$ cat src/rtl/match_controller_if.sv
// Match controller bus: raw player inputs in, screen/score outputs back.
//   button_enter, button_pause : raw asynchronous buttons
//   pause_selection            : PAUSE menu choice (0 resume, 1 re-serve, 2 quit, 3 no-op)
//   goal                       : one-cycle point pulses, bit i = player i
//   tick_game, tick_menu       : tick strobes gated by current state
//   state                      : START 0, SERVE 1, PLAY 2, PAUSE 3, OVER 4
//   enable_*                   : one-hot screen selects
//   serve                      : one-cycle ball release
//   scores                     : player i in [i*SCORE_WIDTH +: SCORE_WIDTH]
//   winner                     : one-hot winner, valid in OVER
interface match_controller_if #(
  parameter int unsigned NUM_PLAYERS = 2,
  parameter int unsigned SCORE_WIDTH = 4
);
  logic                              button_enter;
  logic                              button_pause;
  logic [1:0]                        pause_selection;
  logic [NUM_PLAYERS-1:0]            goal;
  logic                              tick_game;
  logic                              tick_menu;
  logic [2:0]                        state;
  logic                              enable_start;
  logic                              enable_game;
  logic                              enable_pause;
  logic                              enable_over;
  logic                              serve;
  logic [NUM_PLAYERS*SCORE_WIDTH-1:0] scores;
  logic [NUM_PLAYERS-1:0]            winner;

  modport master (
    output button_enter, button_pause, pause_selection, goal,
    input  tick_game, tick_menu, state, enable_start, enable_game,
           enable_pause, enable_over, serve, scores, winner
  );

  modport slave (
    input  button_enter, button_pause, pause_selection, goal,
    output tick_game, tick_menu, state, enable_start, enable_game,
           enable_pause, enable_over, serve, scores, winner
  );
endinterface

$ cat src/rtl/match_controller.sv
// Match controller: tick divider, button synchronise/debounce and the
// START/SERVE/PLAY/PAUSE/OVER game FSM with score and winner tracking.
//   clk   : system clock, rising edge
//   reset : synchronous active-high reset
//   bus   : match_controller_if.slave (buttons, goals, screen/score outputs)
module match_controller #(
  parameter int unsigned NUM_PLAYERS    = 2,
  parameter int unsigned SCORE_WIDTH    = 4,
  parameter int unsigned WIN_SCORE      = 9,
  parameter int unsigned TICK_DIV       = 6000,
  parameter int unsigned DEBOUNCE_TICKS = 200,
  parameter int unsigned SERVE_TICKS    = 60
) (
  input  logic                 clk,
  input  logic                 reset,
  match_controller_if.slave    bus
);

  localparam int unsigned TICK_W  = $clog2(TICK_DIV);
  localparam int unsigned DEB_W   = $clog2(DEBOUNCE_TICKS + 1);
  localparam int unsigned SERVE_W = $clog2(SERVE_TICKS + 1);
  localparam int unsigned SC_W    = NUM_PLAYERS * SCORE_WIDTH;

  typedef enum logic [2:0] {
    ST_START = 3'd0,
    ST_SERVE = 3'd1,
    ST_PLAY  = 3'd2,
    ST_PAUSE = 3'd3,
    ST_OVER  = 3'd4
  } state_e;

  logic [TICK_W-1:0]      tick_cnt_q, tick_cnt_d;
  logic                   tick_q, tick_d;
  logic [1:0]             ent_sync_q, pau_sync_q;
  logic [DEB_W-1:0]       ent_hold_q, ent_hold_d, pau_hold_q, pau_hold_d;
  logic                   enter_press, pause_press;
  state_e                 state_q, state_d;
  logic [SERVE_W-1:0]     serve_cnt_q, serve_cnt_d;
  logic [SC_W-1:0]        scores_q, scores_d;
  logic [NUM_PLAYERS-1:0] winner_q, winner_d;
  logic                   serve_q, serve_d;
  logic                   tick_game_q, tick_game_d, tick_menu_q, tick_menu_d;
  logic                   en_start_q, en_start_d, en_game_q, en_game_d;
  logic                   en_pause_q, en_pause_d, en_over_q, en_over_d;
  logic [NUM_PLAYERS-1:0] goal_low;
  logic [SCORE_WIDTH-1:0] goal_score;

  // Hold count saturates at DEBOUNCE_TICKS so a held button re-arms only after a low sample
  function automatic logic [DEB_W-1:0] hold_next(input logic [DEB_W-1:0] h,
                                                 input logic s, input logic t);
    if (!t)                              return h;
    if (!s)                              return '0;
    if (h == DEB_W'(DEBOUNCE_TICKS))     return h;
    return h + DEB_W'(1);
  endfunction

  // Tick divider; tick_q is high while the counter sits at TICK_DIV-1
  always_comb begin
    tick_cnt_d = (tick_cnt_q == TICK_W'(TICK_DIV - 1)) ? '0 : tick_cnt_q + TICK_W'(1);
    tick_d     = (tick_cnt_d == TICK_W'(TICK_DIV - 1));
  end

  // Debounce on synchronised buttons
  always_comb begin
    ent_hold_d  = hold_next(ent_hold_q, ent_sync_q[1], tick_q);
    pau_hold_d  = hold_next(pau_hold_q, pau_sync_q[1], tick_q);
    enter_press = tick_q && ent_sync_q[1] && (ent_hold_q == DEB_W'(DEBOUNCE_TICKS - 1));
    pause_press = tick_q && pau_sync_q[1] && (pau_hold_q == DEB_W'(DEBOUNCE_TICKS - 1));
  end

  // Lowest set goal bit wins the point; goal_score is that player's incremented score
  always_comb begin
    goal_low   = bus.goal & NUM_PLAYERS'(~bus.goal + NUM_PLAYERS'(1));
    goal_score = '0;
    for (int i = 0; i < NUM_PLAYERS; i++) begin
      if (goal_low[i]) goal_score = scores_q[i*SCORE_WIDTH +: SCORE_WIDTH] + SCORE_WIDTH'(1);
    end
  end

  // Game FSM next-state and registered-output decode
  always_comb begin
    state_d     = state_q;
    serve_cnt_d = '0;
    scores_d    = scores_q;
    winner_d    = winner_q;
    serve_d     = 1'b0;
    unique case (state_q)
      ST_START: begin
        if (enter_press) begin
          scores_d = '0;
          state_d  = ST_SERVE;
        end
      end
      ST_SERVE: begin
        serve_cnt_d = serve_cnt_q;
        if (tick_q) begin
          if (serve_cnt_q == SERVE_W'(SERVE_TICKS - 1)) begin
            serve_cnt_d = '0;
            serve_d     = 1'b1;
            state_d     = ST_PLAY;
          end else begin
            serve_cnt_d = serve_cnt_q + SERVE_W'(1);
          end
        end
      end
      ST_PLAY: begin
        if (|bus.goal) begin
          for (int i = 0; i < NUM_PLAYERS; i++) begin
            if (goal_low[i]) scores_d[i*SCORE_WIDTH +: SCORE_WIDTH] = goal_score;
          end
          if (goal_score == SCORE_WIDTH'(WIN_SCORE)) begin
            winner_d = goal_low;
            state_d  = ST_OVER;
          end else begin
            state_d  = ST_SERVE;
          end
        end else if (pause_press) begin
          state_d = ST_PAUSE;
        end
      end
      ST_PAUSE: begin
        if (enter_press) begin
          case (bus.pause_selection)
            2'd0:    state_d = ST_PLAY;
            2'd1:    state_d = ST_SERVE;
            2'd2:    state_d = ST_START;
            default: state_d = ST_PAUSE;
          endcase
        end
      end
      ST_OVER: begin
        if (enter_press) begin
          winner_d = '0;
          state_d  = ST_START;
        end
      end
      default: state_d = ST_START;
    endcase

    // Registering against state_d/tick_d lines the strobes up with the current state
    tick_game_d = tick_d && (state_d == ST_PLAY);
    tick_menu_d = tick_d && (state_d == ST_START || state_d == ST_PAUSE || state_d == ST_OVER);
    en_start_d  = (state_d == ST_START);
    en_game_d   = (state_d == ST_SERVE) || (state_d == ST_PLAY);
    en_pause_d  = (state_d == ST_PAUSE);
    en_over_d   = (state_d == ST_OVER);
  end

  always_ff @(posedge clk) begin
    if (reset) begin
      tick_cnt_q  <= '0;
      tick_q      <= 1'b0;
      ent_sync_q  <= '0;
      pau_sync_q  <= '0;
      ent_hold_q  <= '0;
      pau_hold_q  <= '0;
      state_q     <= ST_START;
      serve_cnt_q <= '0;
      scores_q    <= '0;
      winner_q    <= '0;
      serve_q     <= 1'b0;
      tick_game_q <= 1'b0;
      tick_menu_q <= 1'b0;
      en_start_q  <= 1'b1;
      en_game_q   <= 1'b0;
      en_pause_q  <= 1'b0;
      en_over_q   <= 1'b0;
    end else begin
      tick_cnt_q  <= tick_cnt_d;
      tick_q      <= tick_d;
      ent_sync_q  <= {ent_sync_q[0], bus.button_enter};
      pau_sync_q  <= {pau_sync_q[0], bus.button_pause};
      ent_hold_q  <= ent_hold_d;
      pau_hold_q  <= pau_hold_d;
      state_q     <= state_d;
      serve_cnt_q <= serve_cnt_d;
      scores_q    <= scores_d;
      winner_q    <= winner_d;
      serve_q     <= serve_d;
      tick_game_q <= tick_game_d;
      tick_menu_q <= tick_menu_d;
      en_start_q  <= en_start_d;
      en_game_q   <= en_game_d;
      en_pause_q  <= en_pause_d;
      en_over_q   <= en_over_d;
    end
  end

  assign bus.state        = state_q;
  assign bus.tick_game    = tick_game_q;
  assign bus.tick_menu    = tick_menu_q;
  assign bus.serve        = serve_q;
  assign bus.scores       = scores_q;
  assign bus.winner       = winner_q;
  assign bus.enable_start = en_start_q;
  assign bus.enable_game  = en_game_q;
  assign bus.enable_pause = en_pause_q;
  assign bus.enable_over  = en_over_q;

endmodule

$ cat src/flat_wrapper.sv
// flat-port wrapper written by rule: the top's interface ports become plain ports
module match_controller_flat 
#(
  parameter int unsigned NUM_PLAYERS    = 2,
  parameter int unsigned SCORE_WIDTH    = 4,
  parameter int unsigned WIN_SCORE      = 9,
  parameter int unsigned TICK_DIV       = 6000,
  parameter int unsigned DEBOUNCE_TICKS = 200,
  parameter int unsigned SERVE_TICKS    = 60
)
  (clk, reset, bus_button_enter, bus_button_pause, bus_pause_selection, bus_goal, bus_tick_game, bus_tick_menu, bus_state, bus_enable_start, bus_enable_game, bus_enable_pause, bus_enable_over, bus_serve, bus_scores, bus_winner);
  match_controller_if #(.NUM_PLAYERS(NUM_PLAYERS), .SCORE_WIDTH(SCORE_WIDTH)) bus_i ();
  input  logic clk;
  input  logic reset;
  input wire logic [$bits(bus_i.button_enter)-1:0] bus_button_enter;
  input wire logic [$bits(bus_i.button_pause)-1:0] bus_button_pause;
  input wire logic [$bits(bus_i.pause_selection)-1:0] bus_pause_selection;
  input wire logic [$bits(bus_i.goal)-1:0] bus_goal;
  output wire logic [$bits(bus_i.tick_game)-1:0] bus_tick_game;
  output wire logic [$bits(bus_i.tick_menu)-1:0] bus_tick_menu;
  output wire logic [$bits(bus_i.state)-1:0] bus_state;
  output wire logic [$bits(bus_i.enable_start)-1:0] bus_enable_start;
  output wire logic [$bits(bus_i.enable_game)-1:0] bus_enable_game;
  output wire logic [$bits(bus_i.enable_pause)-1:0] bus_enable_pause;
  output wire logic [$bits(bus_i.enable_over)-1:0] bus_enable_over;
  output wire logic [$bits(bus_i.serve)-1:0] bus_serve;
  output wire logic [$bits(bus_i.scores)-1:0] bus_scores;
  output wire logic [$bits(bus_i.winner)-1:0] bus_winner;
  assign bus_i.button_enter = bus_button_enter;
  assign bus_i.button_pause = bus_button_pause;
  assign bus_i.pause_selection = bus_pause_selection;
  assign bus_i.goal = bus_goal;
  assign bus_tick_game = bus_i.tick_game;
  assign bus_tick_menu = bus_i.tick_menu;
  assign bus_state = bus_i.state;
  assign bus_enable_start = bus_i.enable_start;
  assign bus_enable_game = bus_i.enable_game;
  assign bus_enable_pause = bus_i.enable_pause;
  assign bus_enable_over = bus_i.enable_over;
  assign bus_serve = bus_i.serve;
  assign bus_scores = bus_i.scores;
  assign bus_winner = bus_i.winner;
  match_controller #(.NUM_PLAYERS(NUM_PLAYERS), .SCORE_WIDTH(SCORE_WIDTH), .WIN_SCORE(WIN_SCORE), .TICK_DIV(TICK_DIV), .DEBOUNCE_TICKS(DEBOUNCE_TICKS), .SERVE_TICKS(SERVE_TICKS)) u_core (.clk(clk), .reset(reset), .bus(bus_i));
endmodule
$ cat config.mk
export PLATFORM = sky130hd
export DESIGN_NAME = match_controller_flat
export DESIGN_NICKNAME = d
export VERILOG_FILES = /design/src/rtl/match_controller_if.sv /design/src/rtl/match_controller.sv /design/src/flat_wrapper.sv
export SDC_FILE = /design/constraint.sdc
export NUM_CORES = 1
export LEC_CHECK = 0
export BUFFER_PORTS_ARGS = -buffer_cell sky130_fd_sc_hd__clkbuf_2
export CAP_MARGIN = 20
export CELL_PAD_IN_SITES_DETAIL_PLACEMENT = 1
export CELL_PAD_IN_SITES_GLOBAL_PLACEMENT = 1
export CORE_AREA = 3 3 96 98
export DETAILED_ROUTE_END_ITERATION = 8
export DIE_AREA = 0 0 99 101
export PLACE_DENSITY = 0.69
export SYNTH_ARGS = -nofsm -noshare
export SYNTH_HDL_FRONTEND = slang
export SYNTH_SLANG_ARGS = --single-unit
$ cat constraint.sdc
create_clock -name clk -period 3.3 [get_ports clk]
set_clock_uncertainty 0.15 [all_clocks]
set_input_delay 0.66 -clock clk [delete_from_list [all_inputs] [get_ports clk]]
set_output_delay 0.66 -clock clk [all_outputs]
set_load 0.02 [all_outputs]
==> metrics, run 1 <==
Die Span Y 101 µm; first-pass GRT wire length 11600 µm; htree depth 3; final net count 377; Post-DP HPWL 4800 µm; Worst slew margin 0.602; syn avg cell area 8.83 µm²; Total Wirelength 6690 µm; Final Cell Area 0.00334 mm²; Total Power 1.36 mW; initial core utilization 0.343; share of the synthesized area in the top cell type 0.410; Worst-path clk slew 0.07 ns; Cell Rows 34; outcome finished, final reports clean; multi-input logic area 0.00164 mm²; M1 GR Usage 0.191; Netlist cell types 57; RSZ-0062 raised after global routing no; #FFs+latches synth 60; cell area after placement 0.00317 mm²; Pins Over Slew Limit 0; CP startpoint kind register; Post-synth ARST share 0; post-route setup TNS 0 ns; ANT nets after route 0; synth-to-layout area growth 13.7%; Finish-stage setup viols 0; TritonRoute pass-1 iters 4; Sequential Area 0.00120 mm²; Core Region 0.00855 mm²; Inserted Clock Buffers 9; final worst setup slack 0.806 ns; pre-CTS setup slack 0.580 ns; clock buffer depth 2; PortBufs 27; Worst IR Drop VDD 0.182 mV; post-layout util 0.390; Post-CTS Resized 0; final hold vios 0; grt ovf 0; Final Cycle Share 0.756; vias in the first global route 2451; cell taking the most area after synthesis dfxtp_1; CTS Hold Buffers Added 0; Yosys warnings 0; worst path cell trace ha_1, or4b_4, o21ai_2, o311ai_2, a2111oi_4, xor2_1, and2_1; register area share after synthesis 0.410; worst min path class reg2reg; clk_lat worst skew 0.34 ns; routing usage on met3 0.0277; Final min period 2.49 ns; Vias/cell 5.14; CP Data Arrival Time 2.57 ns; Iter 0 DRT Violations 58; met2 Use GR 0.220; Synth Instances 332; die boundary width 99 µm; antenna violations before repair 0; fmax 0.401 GHz; Worst path max stage delay 0.49 ns; main flop type after synthesis dfxtp_1; slowest stage cell, crit path or4b_4; # diodes 0; Post-synth EDFFs 0; post-synthesis net count 350; CP max FO 6; Crit Path Category reg2reg; Die ar. 0.0100 mm²; element type at the critical path end register; gr usage total 0.142; Placed Cells 456; GP Congestion 0.835; largest net degree at the start of global routing 23; Mapped Area 0.00293 mm²; vias 2422; IO Pins 28; Hold WS 0.302 ns; post-CTS setup buffer count 0; Root Buffer clkbuf_8; Max-Cap Viols 0; Avg WL per Cell 14.2 µm; Slew @ Worst Pin 0.590 ns; Filler cells 1014; share of post-route cells with drive strength above 1 0.143; Leak 1.39 nW; PwrDens 408 mW/mm²; Worst Path Required 3.37 ns; Remaining DRCs 0; Area contributors post-synth dfxtp_1 (41%), nor2_1 (6.8%), xor2_1 (5.4%), ha_1 (4.3%), mux2i_1 (4.1%); total clock sinks 60; GRT Max-Usage Layer met2; CTS tree built; post-route insts no fill 471
[registers in the layout, indices dropped and copies added, names as in the netlist, 2 cells and up]
register,cells
u_core.bus.scores,8
u_core.bus.state,3
u_core.bus.winner,2
u_core.ent_hold_q,8
u_core.ent_sync_q,2
u_core.pau_hold_q,8
u_core.pau_sync_q,2
u_core.serve_cnt_q,6
u_core.tick_cnt_q,13
[cells in the final DEF (no fill, tap or decap), drive strengths merged, types with 11 or more instances in the layout]
cell,n
o21ai,13
nand2,21
mux2i,12
clkbuf,40
nand4,11
xor2,18
dfxtp,60
nor2,53
a21oi,13
inv,12
[final cells by class]
cell class              count  area share
flip-flops and latches     60       0.360
inverters                  12      0.0135
repair buffers             29      0.0450
multi-input cells         247       0.490
well taps                 108      0.0405
clock inverters             2     0.00300
clock buffers              13      0.0476
[routing by layer]
| layer | share of wire | wire length [µm] | vias up |
|---|---|---|---|
| li1 | - | - | 1218 |
| met1 | 0.50 | 3350 | 1175 |
| met2 | 0.46 | 3070 | 19 |
| met3 | 0.023 | 154 | 10 |
| met4 | 0.017 | 111 | 0 |
| met5 | 0 | 0 | - |
[cells in the mapped netlist (5+ instances only)]
| master | number |
|---|---|
| a21oi_1 | 13 |
| and3_1 | 8 |
| clkbuf_1 | 10 |
| dfxtp_1 | 60 |
| ha_1 | 10 |
| inv_1 | 12 |
| mux2i_1 | 12 |
| nand2_1 | 21 |
| nand2b_1 | 5 |
| nand3_1 | 10 |
| nand4_1 | 11 |
| nor2_1 | 53 |
| nor2b_1 | 7 |
| o21ai_0 | 11 |
| or3_1 | 6 |
| xnor2_1 | 6 |
| xor2_1 | 18 |
[worst paths after layout]
check                             from                    to  slack, ns  cells after the start
setup / recovery  u_core.bus.scores[4]  u_core.bus.tick_menu       0.81                      7
setup reg to reg  u_core.bus.scores[4]  u_core.bus.tick_menu       0.81                      7
hold reg to reg   u_core.pau_sync_q[0]  u_core.pau_sync_q[1]       0.30                      1
hold / removal    u_core.pau_sync_q[0]  u_core.pau_sync_q[1]       0.30                      1
[cell families (layout without fill, tap and decap cells)]
family	count (synthesis)	after routing	synth area share
adder cells (fa/ha/maj)	10	10	0.0427
multiplexers	12	12	0.0410
XOR/XNOR	24	24	0.0717
AND/OR/NAND/NOR	150	150	0.273
flip-flops	60	60	0.410
buffers and inverters	25	56	0.0328
AO/OA/AOI/OAI	51	51	0.129
[power breakdown]
part / leakage, nW / switching, mW / internal [mW]
clock: 0.0893 / 0.278 / 0.308
combinational: 0.812 / 0.0256 / 0.0162
sequential: 0.485 / 0.00609 / 0.730
total: 1.39 / 0.309 / 1.05
[worst max-delay path: cells and delay by family, from the launching register on]
kind / cells / cell delay (ns)
AO/OA/AOI/OAI: 3 / 0.70
AND/OR/NAND/NOR: 2 / 0.67
flip-flops: 1 / 0.44
adder cells (fa/ha/maj): 1 / 0.29
XOR/XNOR: 1 / 0.14
Note: power is estimated with default switching activity, not from simulation.
==> run 2: changes to the inputs <==
- ABC_AREA: default -> 1
- CORE_AREA: 3 3 96 98 -> 3 3 97 99
- DIE_AREA: 0 0 99 101 -> 0 0 100 102
- PLACE_DENSITY: 0.69 -> 0.72
- clock period: 3.3 -> 2.5 ns (I/O delays scaled with it)
==> run 2 against run 1 <==
Effect of this change: area after synthesis rose by 1.2%; sequential share of layout area fell by 0.68 points; global-route usage rose by 1.9 points; first-iteration DRC count fell by 29%; wire length rose by 13%; via count rose by 16%; non-clock buffer count rose by 1; cell count rose by 23%; total power rose by 38%; setup slack got worse by 0.20 ns; critical path type unchanged.
==> metrics, run 2 <==
CP Data Arrival Time 1.96 ns; wire length on met2 3530 µm; Worst-path clk slew 0.07 ns; simple-gate share of the synthesized area 0.340; Final min period 1.90 ns; grt ovf 0; largest net degree at the start of global routing 23; clock buffer depth 2; mux share of post-synthesis cell area 0; Remaining DRCs 0; Root Buffer clkbuf_8; antenna violations before repair 0; main flop type after synthesis dfxtp_1; element type at the critical path end register; Max Used Layer met4; Total Wirelength 7560 µm; Die ar. 0.0102 mm²; htree depth 3; Crit Path Category reg2reg; CP max FO 7; PortBufs 27; Placed Cells 567; met3 WL 223 µm; Area contributors post-synth dfxtp_1 (40%), nand2_1 (12%), nor2_1 (9.4%), inv_1 (7.5%), nand3_1 (6.1%); final hold vios 0; most frequent cell after synthesis nand2_1; Slew @ Worst Pin 0.577 ns; commonest cells in the netlist nand2_1 (95), nor2_1 (74), dfxtp_1 (60), inv_1 (59), nand3_1 (36); Die Span Y 102 µm; share of post-route cells with drive strength above 1 0.116; Worst IR Drop VDD 0.254 mV; first-pass GRT wire length 13200 µm; CP startpoint u_core.ent_hold_q[0]; Post-synth ARST share 0; Synth Instances 435; CP startpoint kind register; Mapped Area 0.00297 mm²; outcome finished, final reports clean; Vias/cell 4.86; ANT nets after route 0; Cell Rows 34; vias 2821; wire length on met1 3700 µm; PwrDens 554 mW/mm²; Netlist cell types 29; synth-to-layout area growth 14.6%; vias in the first global route 2854; commonest non-fill, non-tap cells in the layout nand2_1 (95), nor2_1 (74), dfxtp_1 (60); # diodes 0; fmax 0.527 GHz; Yosys warnings 0; Hold Path Sink u_core.ent_sync_q[0]; Post-Synth Adder-Cell Area 0.0422; Worst Path Required 2.56 ns; Seq pwr share 0.519; R2R depth 8; CTS tree built; sw frac 0.233; largest family of logic cells by synthesized area simple AND/OR/NAND/NOR gates; reg-to-reg endpoint u_core.bus.scores[2]; Internal Pwr Total 1.44 mW; total clock sinks 60; Reg with most FFs u_core.tick_cnt_q; min-delay src bus_button_enter; Synth Area in Compound Gates 0.106; post-synthesis xor/xnor area fraction 0.0177; clk_lat worst skew 0.33 ns; Pins Over Slew Limit 0; Final Cycle Share 0.759; post-synthesis net count 453; clock network fraction of total power 0.431; Reg2Reg Setup Slack 0.60 ns; Finish-stage setup viols 0; max FFs per register 13; RSZ-0062 raised after global routing no; post-CTS setup buffer count 0; IO Pins 28; share of the synthesized area in the top cell type 0.405; Core Region 0.00864 mm²; Leak 1.41 nW; Switch Pwr 0.440 mW; Post-DP HPWL 5880 µm; R2R Path Start u_core.ent_hold_q[0]; Worst slew margin 0.611; Iter 0 DRT Violations 41; Avg WL per Cell 13.0 µm; register area share after synthesis 0.405; cell taking the most area after synthesis dfxtp_1; CTS Hold Buffers Added 0; Post-CTS Resized 0; post-route insts no fill 581; syn avg cell area 6.82 µm²; post-route setup TNS 0 ns; GP Congestion 0.817; Inserted Clock Buffers 9; die boundary width 100 µm; combinational cell fraction of total power 0.051; #FFs+latches synth 60; Post-synth EDFFs 0; final net count 488; gr usage total 0.161; worst min path class in2reg; Hold Crit Depth 3; TritonRoute pass-1 iters 4; commonest non-fill, non-tap cell in the layout nand2_1; initial core utilization 0.344; Max-Cap Viols 0
==> run 2: per-layer routing <==
layer  GRT usage  vias to the layer above
li1            -                     1459
met1       0.207                     1310
met2       0.267                       44
met3      0.0307                        8
met4      0.0653                        0
met5           0                        -
==> run 2: layout make-up <==
class	instances	area (µm²)
clock inverter	3	40.0
tap	108	135
multi-input combinational	307	1500
fill	1136	5240
clock buffer	11	131
timing repair buffer	30	158
sequential	60	1200
inverter	62	233
==> run 2: power groups by stage <==
stage | combinational [mW] | sequential, mW | clock (mW)
5_1_grt | 0.110 | 0.978 | 0.883
4_1_cts | 0.0972 | 0.977 | 0.841
2_1_floorplan | 0.0594 | 1.00 | 0
3_5_place_dp | 0.0964 | 0.998 | 0
6_report | 0.0956 | 0.977 | 0.811
3_3_place_gp | 0.0940 | 0.999 | 0
==> run 2: worst max-delay path by stage <==
stage | endpoint | slack (ns) | cells after the start
after floorplan | u_core.bus.enable_game | 0.76 | 11
after global placement | u_core.bus.enable_game | 0.56 | 8
after detailed placement | u_core.bus.enable_game | 0.53 | 11
after CTS | u_core.bus.scores[2] | 0.59 | 8
after global routing | u_core.ent_hold_q[7] | 0.33 | 7
final | u_core.bus.scores[2] | 0.60 | 8
==> run 2: worst max-delay path, cell delays in order (launching register included) <==
cell	delay, ns
dfxtp_1	0.40
ha_1	0.22
nand3_1	0.09
nor2_1	0.16
nand2_1	0.14
o21ai_2	0.19
o21ai_2	0.13
o21ai_0	0.23
a21oi_1	0.06
==> run 2: cell families (layout without fill, tap and decap cells) <==
family | after synthesis | count (layout)
AOI/OAI and AO/OA | 58 | 58
xor gates and xnor gates | 6 | 6
adders and majority gates | 10 | 10
buffers and inverters | 68 | 106
DFF | 60 | 60
and+or+nand+nor | 233 | 233
==> run 2: per-stage QoR <==
stage / instance area [µm²] / setup WS (ns) / hold slack [ns] / power, mW / utilization
after global routing: 3400 / 0.335 / 0.205 / 1.97 / 0.394
after detailed placement: 3230 / 0.528 / 0.247 / 1.09 / 0.374
after CTS: 3400 / 0.595 / 0.197 / 1.91 / 0.394
final: 3400 / 0.602 / 0.205 / 1.88 / 0.394
after floorplan: 2970 / 0.762 / 0.238 / 1.06 / -
after global placement: 3230 / 0.561 / 0.250 / 1.09 / 0.374
